[config.mk]
export PLATFORM = sky130hd
export DESIGN_NAME = adder_rr_arbiter
export DESIGN_NICKNAME = d
export VERILOG_FILES = /design/src/rtl/adder_arb_pkg.sv /design/src/rtl/adder_valid_i.sv /design/src/rtl/adder_rr_arbiter.sv
export SDC_FILE = /design/constraint.sdc
export NUM_CORES = 1
export LEC_CHECK = 0
export ABC_AREA = 0
export CAP_MARGIN = 20
export CORE_MARGIN = 2
export CORE_UTILIZATION = 40
export CTS_CLUSTER_SIZE = 20
export DETAILED_ROUTE_END_ITERATION = 10
export PLACE_DENSITY_LB_ADDON = 0.05
export SYNTH_ARGS = -nofsm -noshare
export SYNTH_HDL_FRONTEND = slang
export SYNTH_HIERARCHICAL = 1
export SYNTH_SLANG_ARGS = --single-unit
[constraint.sdc]
create_clock -name clk -period 5.15 [get_ports clk]
set_clock_uncertainty 0.1 [all_clocks]
set_input_delay 1.545 -clock clk [delete_from_list [all_inputs] [get_ports clk]]
set_output_delay 1.545 -clock clk [all_outputs]
set_load 0.01 [all_outputs]
[src/rtl/adder_arb_pkg.sv]
// Shared types and constants for the round-robin adder arbiter.
package adder_arb_pkg;

  typedef enum logic [1:0] {
    IDLE = 2'd0,
    WAIT = 2'd1,
    OUT  = 2'd2
  } arb_state_e;

  localparam int unsigned ADDER_LATENCY = 2;

endpackage

[src/rtl/adder_valid_i.sv]
// Two-stage unsigned adder: operands captured on valid_i, sum registered one cycle later.
module adder_valid_i #(
  parameter int unsigned WIDTH = 4
) (
  input  logic             clk,
  input  logic             reset,
  input  logic             valid_i,
  input  logic [WIDTH-1:0] data1,
  input  logic [WIDTH-1:0] data2,
  output logic [WIDTH:0]   sum
);

  logic             stage1_valid;
  logic [WIDTH-1:0] a_q;
  logic [WIDTH-1:0] b_q;

  // Sum register only updates after a fresh capture, so it holds under backpressure.
  always_ff @(posedge clk) begin
    if (reset) begin
      stage1_valid <= 1'b0;
      a_q          <= '0;
      b_q          <= '0;
      sum          <= '0;
    end else begin
      stage1_valid <= valid_i;
      if (valid_i) begin
        a_q <= data1;
        b_q <= data2;
      end
      if (stage1_valid) begin
        sum <= (WIDTH+1)'(a_q) + (WIDTH+1)'(b_q);
      end
    end
  end

endmodule

[src/rtl/adder_rr_arbiter.sv]
// Round-robin arbiter sharing one pipelined adder among N_REQ requesters,
// one transaction in flight at a time.
module adder_rr_arbiter
  import adder_arb_pkg::*;
#(
  parameter int unsigned WIDTH = 4,
  parameter int unsigned N_REQ = 4,
  localparam int unsigned ID_W = $clog2(N_REQ)
) (
  input  logic                   clk,
  input  logic                   reset,
  input  logic [N_REQ-1:0]       s_valid,
  output logic [N_REQ-1:0]       s_ready,
  input  logic [N_REQ*WIDTH-1:0] s_data1,
  input  logic [N_REQ*WIDTH-1:0] s_data2,
  output logic                   m_valid,
  input  logic                   m_ready,
  output logic [WIDTH:0]         m_data,
  output logic [ID_W-1:0]        m_id
);

  arb_state_e       state;
  arb_state_e       state_next;
  logic [ID_W-1:0]  last_grant;
  logic [ID_W-1:0]  grant_idx;
  logic             grant_valid;
  logic             issue;
  logic [WIDTH-1:0] op1;
  logic [WIDTH-1:0] op2;

  // Round-robin search starting just after the last granted requester.
  always_comb begin
    int unsigned cand;
    grant_valid = 1'b0;
    grant_idx   = '0;
    cand        = 0;
    for (int unsigned off = 1; off <= N_REQ; off++) begin
      cand = (32'(last_grant) + off) % N_REQ;
      if (!grant_valid && s_valid[ID_W'(cand)]) begin
        grant_valid = 1'b1;
        grant_idx   = ID_W'(cand);
      end
    end
  end

  assign op1 = s_data1[grant_idx*WIDTH +: WIDTH];
  assign op2 = s_data2[grant_idx*WIDTH +: WIDTH];

  always_ff @(posedge clk) begin
    if (reset) begin
      state <= IDLE;
    end else begin
      state <= state_next;
    end
  end

  always_comb begin
    state_next = state;
    case (state)
      IDLE:    if (grant_valid) state_next = WAIT;
      WAIT:    state_next = OUT;
      OUT:     if (m_ready) state_next = IDLE;
      default: state_next = IDLE;
    endcase
  end

  // Ready is combinational to the current winner; gated during reset.
  always_comb begin
    s_ready = '0;
    issue   = 1'b0;
    if (!reset && state == IDLE && grant_valid) begin
      s_ready[grant_idx] = 1'b1;
      issue              = 1'b1;
    end
  end

  always_ff @(posedge clk) begin
    if (reset) begin
      m_valid    <= 1'b0;
      m_id       <= '0;
      last_grant <= ID_W'(N_REQ - 1);
    end else begin
      m_valid <= (state_next == OUT);
      if (issue) begin
        m_id       <= grant_idx;
        last_grant <= grant_idx;
      end
    end
  end

  adder_valid_i #(
    .WIDTH (WIDTH)
  ) u_adder (
    .clk     (clk),
    .reset   (reset),
    .valid_i (issue),
    .data1   (op1),
    .data2   (op2),
    .sum     (m_data)
  );

endmodule

==> results.md, run 1 <==
* Status: complete, no violations
* Syn_nets at between 150 and 200
* Most common cell after layout, fill and taps aside: clkdlybuf4s50_1
* Resized Gates After CTS at 0
* Leak at between 0.7 and 0.8 nW
* Initial drt markers at 64
* Power Dens Cells at approximately 240 nW/um^2
* CTS tree: yes
* Crit Path Class: primary input to output port
* Routed WL at between 2000 and 3000 um
* Mapped Area at 1310 sq um
* Most frequent cells in the layout: 49 x clkdlybuf4s50_1, 36 x mux2i_1, 25 x nor2_1
* H-Tree Depth at 1
* Post-route setup slack at 162 ps
* Crit path launch type: primary input
* I/O pin total at 51
* Max cap viols at 0
* Max Buffers Root-to-Sink at 2
* Overflow after GRT at 0
* Placeable Area at about 3100 sq um
* Final core utilization at 0.604
* Clock slew at reported path FFs at ~110 ps
* Crit path DAT at 3340 ps
* Largest net degree at the start of global routing at 24
* Slew Viols, Final at 0
* Die Ht at about 61 um
* VDD IR max at 0.139 mV
* Synth Register Bits at 21
* Number of port buffers at 50
* Total Nets Final at around 230
* Post-synth EDFFs at 0
* Worst slew pin tran at slightly below 800 ps
* Ant. Diodes at 0
* Share of cells above drive strength 1 at 0.0638
* Hold slack at between 300 and 400 ps
* Worst setup EP type: output port
* Flop pwr share at 0.437
* Post-CTS setup buffer count at 0
* Layout area overhead at 41.6%
* Via count of the first global-routing pass at around 1.0k
* Synth unique cells at 37
* Hold buffer count at CTS at 0
* Ys flop type: dfxtp_1
* Antenna violations before repair at 0
* Pwr Total at 0.000441 W
* Fraction of registers with async set or reset after synthesis at 0
* Starting Density at 0.426
* Combinational power share at 0.386
* Via count at roughly 1.1k
* Max Clk Rate at 200 MHz
* Synthesized area per cell at approximately 9.5 sq um
* Max_slew headroom at 0.483
* Chip width at between 60 and 70 um
* Detail Placement HPWL at between 2000 and 2500 um
* Internal at a little over 0.0003 W
* Worst-path fanout max at 5
* Clock share of power at 0.177
* Net Sw Power at about 0.00013 W
* Drt via density at between 4 and 5
* Register area share after synthesis at 0.320
* Final hold vios at 0
* CTS buffer count at 3
* Sw Ratio at 0.304
* Clk sinks at 21
* FP Rows at 20
* CTS Root Cell: clkbuf_4
* Setup TNS at 0 ps
* Req. time, crit path at 3510 ps
* Unrepaired setup endpoints after global routing: false
* Yosys warning total at 6
* DR pass1 iterations at 4
* Final Critical Period at about 5000 ps
* First-pass GRT wire length at 4410 um
* HP Class: flip-flop to flip-flop
* Die area at roughly 3800 sq um
* Drc violations at 0
* Crit share post-route at 0.969
* Final setup viols at 0
* WL/cell at ~12 um
* Gate Count Post-Synth at about 140
* Place WS at 163 ps
* Routed Antenna Nets at 0
* Final GP Congestion at around 0.81
* Skew-Pair Late Insertion Delay at 300 ps
* Global-route usage over all layers at 0.157
## metrics by stage
stage	std cells	instance area, sq um
2_1_floorplan	138	1310
3_3_place_gp	228	1830
3_5_place_dp	228	1830
4_1_cts	232	1860
5_1_grt	232	1860
6_report	232	1860
## sequential cells by signal, summed over array words and instances, names as in the netlist
register              cells
last_grant                2
m_id                      2
m_valid                   1
state                     2
u_adder/a_q               4
u_adder/b_q               4
u_adder/stage1_valid      1
u_adder/sum               5
## power groups by stage
stage	logic [W]	clock network, W	registers [W]
6_report	0.000170	0.0000780	0.000193
5_1_grt	0.000188	0.0000879	0.000195
4_1_cts	0.000173	0.0000810	0.000193
3_5_place_dp	0.000172	0	0.000196
3_3_place_gp	0.000170	0	0.000195
2_1_floorplan	0.000117	0	0.000193
## routing by layer
metal / up-vias / track usage / part of all wire
met5: - / 0 / 0
met4: 0 / 0.0280 / 0.0046
met3: 2 / 0.0378 / 0.051
met2: 26 / 0.286 / 0.55
met1: 529 / 0.188 / 0.39
li1: 585 / - / -
## logic make-up after synthesis
family | count (synthesis) | synth area share
fa+ha+maj | 5 | 0.0534
xor+xnor | 1 | 0.00667
buf+inv | 14 | 0.0705
simple gates | 44 | 0.168
compound gates | 17 | 0.107
flops | 21 | 0.320
mux | 36 | 0.275
## final cells by class
type                    instances  area, sq um
flip-flops and latches         21          420
fillers                       315         1220
well taps                      44         55.1
repair buffers                 54          533
clock inverters                 1         5.00
inverters                       6         22.5
clock buffers                   3         22.5
multi-input cells             103          800
## cells in the mapped netlist (2+ instances only)
cell type	number	area, sq um
dfxtp_1	21	420
nor2b_1	4	25.0
a211o_1	2	17.5
nand2b_1	2	12.5
clkbuf_1	2	7.51
nor3_1	2	10.0
nor2_1	25	93.8
a21oi_1	4	20.0
mux2i_1	36	360
nand2_1	3	11.3
buf_6	3	33.8
ha_1	4	50.1
inv_1	6	22.5
## critical path: stages
cell and delay (ps):
clkdlybuf4s50_1 510, or2_2 370, o31ai_4 190, nor2_1 100, nand2b_1 100, nor2_1 50, clkdlybuf4s50_1 490
## worst paths after layout
kind                        from             end  slack (ps)  depth (start not counted)
setup / recovery      s_valid[2]      s_ready[3]         160                          7
hold / removal    u_adder/sum[1]  u_adder/sum[1]         380                          2
setup reg to reg   last_grant[1]  u_adder/b_q[2]        2900                          7
hold reg to reg   u_adder/sum[1]  u_adder/sum[1]         380                          2
Power figures use the tool's default switching activity.
==> inputs of run 2 (changes only) <==
--- a/config.mk
+++ b/config.mk
@@ -5,12 +5,13 @@
 export SDC_FILE = /design/constraint.sdc
 export NUM_CORES = 1
 export LEC_CHECK = 0
-export ABC_AREA = 0
+export ABC_AREA = 1
 export CAP_MARGIN = 20
 export CORE_MARGIN = 2
 export CORE_UTILIZATION = 40
 export CTS_CLUSTER_SIZE = 20
 export DETAILED_ROUTE_END_ITERATION = 10
+export DONT_BUFFER_PORTS = 1
 export PLACE_DENSITY_LB_ADDON = 0.05
 export SYNTH_ARGS = -nofsm -noshare
 export SYNTH_HDL_FRONTEND = slang
==> run 2 against run 1 <==
Final cell count grew 35%; sequential share of layout area grew 2.2 points; setup slack gained 490 ps; sequential power grew 46%; combinational power grew to 5.1 times the previous value; critical endpoint is now s_ready[1]; highest routed layer unchanged.
==> results.md, run 2 <==
* Max Clk Rate at 222 MHz (+11%)
* Via count of the first global-routing pass at 1447 (+44%)
* FP Rows at 23 (+15%)
* Leading area contributor after synthesis: dfxtp_1
* Worst Hold Path Cells at 2 (unchanged)
* Min-Delay Startpoint: u_adder/b_q[1]
* Antenna violations before repair at 0 (unchanged)
* Synthesized area per cell at 6.14 sq um (-35%)
* Drc violations at 0 (unchanged)
* Crit share post-route at 0.874 (-0.0946)
* I/O pin total at 51 (unchanged)
* Most frequent cells in the layout: 61 x nand2_1, 47 x inv_1, 46 x nand3_1
* CTS Root Cell: clkbuf_8
* Power Dens Cells at 749 nW/um^2 (+220%)
* R2R depth at 13 (+6)
* Post-synth top area share at 0.257 (-0.0628)
* Non-filler cells, final at 314 (+35%)
* Largest net degree at the start of global routing at 20 (-17%)
* Crit path DAT at 2860 ps (-480 ps)
* Register area share after synthesis at 0.257 (-0.0628)
* Max cap viols at 0 (unchanged)
* Max Buffers Root-to-Sink at 2 (unchanged)
* Biggest regs: u_adder/sum: 5 flops, u_adder/a_q: 4 flops, u_adder/b_q: 4 flops
* Post-CTS setup buffer count at 0 (unchanged)
* Final hold vios at 0 (unchanged)
* Final Critical Period at 4500 ps (-487 ps)
* Fraction of registers with async set or reset after synthesis at 0 (unchanged)
* Hold buffer count at CTS at 0 (unchanged)
* Resized Gates After CTS at 0 (unchanged)
* Crit path launch type: primary input
* Starting Density at 0.411 (-0.0153)
* Most frequent cell after synthesis: nand2_1
* Ys flop type: dfxtp_1
* Die Ht at 67.9 um (+11%)
* Synth top area cells: dfxtp_1 26%, nand3_1 14%, nand2_1 14%
* Number of port buffers at 0 (-100%)
* Post-synth EDFFs at 0 (unchanged)
* Overflow after GRT at 0 (unchanged)
* Die area at 4610 sq um (+23%)
* Ant. Diodes at 0 (unchanged)
* Via count at 1506 (+32%)
* Clock slew at reported path FFs at 80 ps (-30 ps)
* Leak at 0.948 nW (+21%)
* Placeable Area at 3970 sq um (+29%)
* Skew-Pair Late Insertion Delay at 260 ps (-40 ps)
* Gate Count Post-Synth at 266 (+93%)
* Setup TNS at 0 ps (unchanged)
* Synth unique cells at 26 (-30%)
* Synth cell count leaders: 61 x nand2_1, 47 x inv_1, 46 x nand3_1
* Reg-to-Reg Start: last_grant[0]
* DR pass1 iterations at 4 (unchanged)
* WL/cell at 11.5 um (-4.8%)
* R2R Setup Slk at 2820 ps (-80 ps)
* Initial drt markers at 60 (-6.3%)
* Synth Register Bits at 21 (unchanged)
* Final GP Congestion at 0.813 (+0.32%)
* Status: complete, no violations
* Drt via density at 4.80 (-2.6%)
* Max_slew headroom at 0.723 (+0.241)
* Req. time, crit path at 3510 ps (about the same)
* Total Nets Final at 309 (+33%)
* Share of cells above drive strength 1 at 0.125 (+0.0612)
* Global-route usage over all layers at 0.171 (+0.0146)
* Most common cell after layout, fill and taps aside: nand2_1
* Worst slew pin tran at 415 ps (-361 ps)
* Slew Viols, Final at 0 (unchanged)
* Detail Placement HPWL at 2800 um (+22%)
* Max reg flops at 5 (unchanged)
* Syn_nets at 310 (+70%)
* Clk sinks at 21 (unchanged)
* Worst setup EP type: output port
* Routed WL at 3620 um (+29%)
* CTS buffer count at 3 (unchanged)
* CTS tree: yes
* Chip width at 67.9 um (+11%)
* HP Class: flip-flop to flip-flop
* Hold Path End: u_adder/b_q[1]
* Routed Antenna Nets at 0 (unchanged)
* Yosys warning total at 6 (unchanged)
* Top reg by flops: u_adder/sum
* Layout area overhead at 3.52%
* Post-placement cell count at 310 (+36%)
* Final setup viols at 0 (unchanged)
* Worst-path fanout max at 19 (+14)
* Mapped Area at 1630 sq um (+24%)
* Crit Path Class: primary input to output port
* VDD IR max at 0.288 mV (+110%)
* H-Tree Depth at 1 (unchanged)
* First-pass GRT wire length at 6020 um (+37%)
* R2r endpoint: u_adder/a_q[1]
* Unrepaired setup endpoints after global routing: false
==> run 2: cell types whose count changed after synthesis, moves of 4 or more <==
cell     before  now
nand2_1       3   61
nand2_4       0    5
inv_1         6   47
o21ai_0       0   10
nand2_2       0    8
nand3_1       0   46
nor2b_1       4    0
inv_2         0    8
mux2i_1      36    0
==> run 2: critical path, stage by stage <==
cell	delay, ps
inv_1	20
nand2_1	60
nand2_1	80
nor2_2	140
nor2_1	90
nand3_4	220
nand3_1	190
inv_2	180
nand2_1	110
nor2_1	220
==> run 2: power breakdown <==
part	internal (W)	switching [W]	leakage, nW	total, W
sequential	0.000223	0.0000583	0.173	0.000282
clock	0.0000547	0.0000571	0.0217	0.000112
combinational	0.000292	0.000581	0.753	0.000872
==> run 2: how the worst max path moves through the flow <==
stage | startpoint | endpoint | slack, ps | depth (start not counted)
after CTS | s_valid[3] | s_ready[1] | 610 | 10
after detailed placement | s_valid[3] | s_ready[1] | 610 | 10
after global placement | s_valid[2] | s_ready[1] | 680 | 10
final | s_valid[3] | s_ready[1] | 650 | 10
after global routing | s_valid[3] | s_ready[1] | 380 | 10
after floorplan | s_valid[2] | s_ready[3] | 920 | 10
==> run 2: stage by stage <==
step	util	hold slack (ps)	setup WS (ps)	area [sq um]	power (W)
detailed placement	0.413	413	607	1640	0.00117
global route	0.426	454	376	1690	0.00142
floorplan	-	367	921	1630	0.00105
CTS	0.426	426	606	1690	0.00129
finish	0.426	420	649	1690	0.00127
global placement	0.413	407	676	1640	0.00117
==> run 2: layout make-up <==
| type | count | area, sq um |
|---|---|---|
| Fill cell | 445 | 2280 |
| Tap cell | 50 | 62.6 |
| Inverter | 55 | 206 |
| Sequential cell | 21 | 420 |
| Timing Repair Buffer | 1 | 7.51 |
| Multi-Input combinational cell | 183 | 945 |
| Clock buffer | 3 | 41.3 |
| Clock inverter | 1 | 7.51 |
==> run 2: logic make-up (layout without fill, tap and decap cells) <==
group,count (synthesis),after routing,share of synthesized area
AND/OR/NAND/NOR,155,155,0.457
buffers and inverters,62,60,0.164
AO/OA/AOI/OAI,22,22,0.0736
flip-flops,21,21,0.257
adder cells (fa/ha/maj),5,5,0.0429
XOR/XNOR,1,1,0.00536
==> run 2: layer usage <==
| metal | global-route usage | up-vias | part of all wire |
|---|---|---|---|
| met5 | 0 | - | 0 |
| met4 | 0.0175 | 0 | 0.0022 |
| met3 | 0.0493 | 2 | 0.049 |
| met2 | 0.310 | 33 | 0.47 |
| met1 | 0.208 | 653 | 0.48 |
| li1 | - | 818 | - |
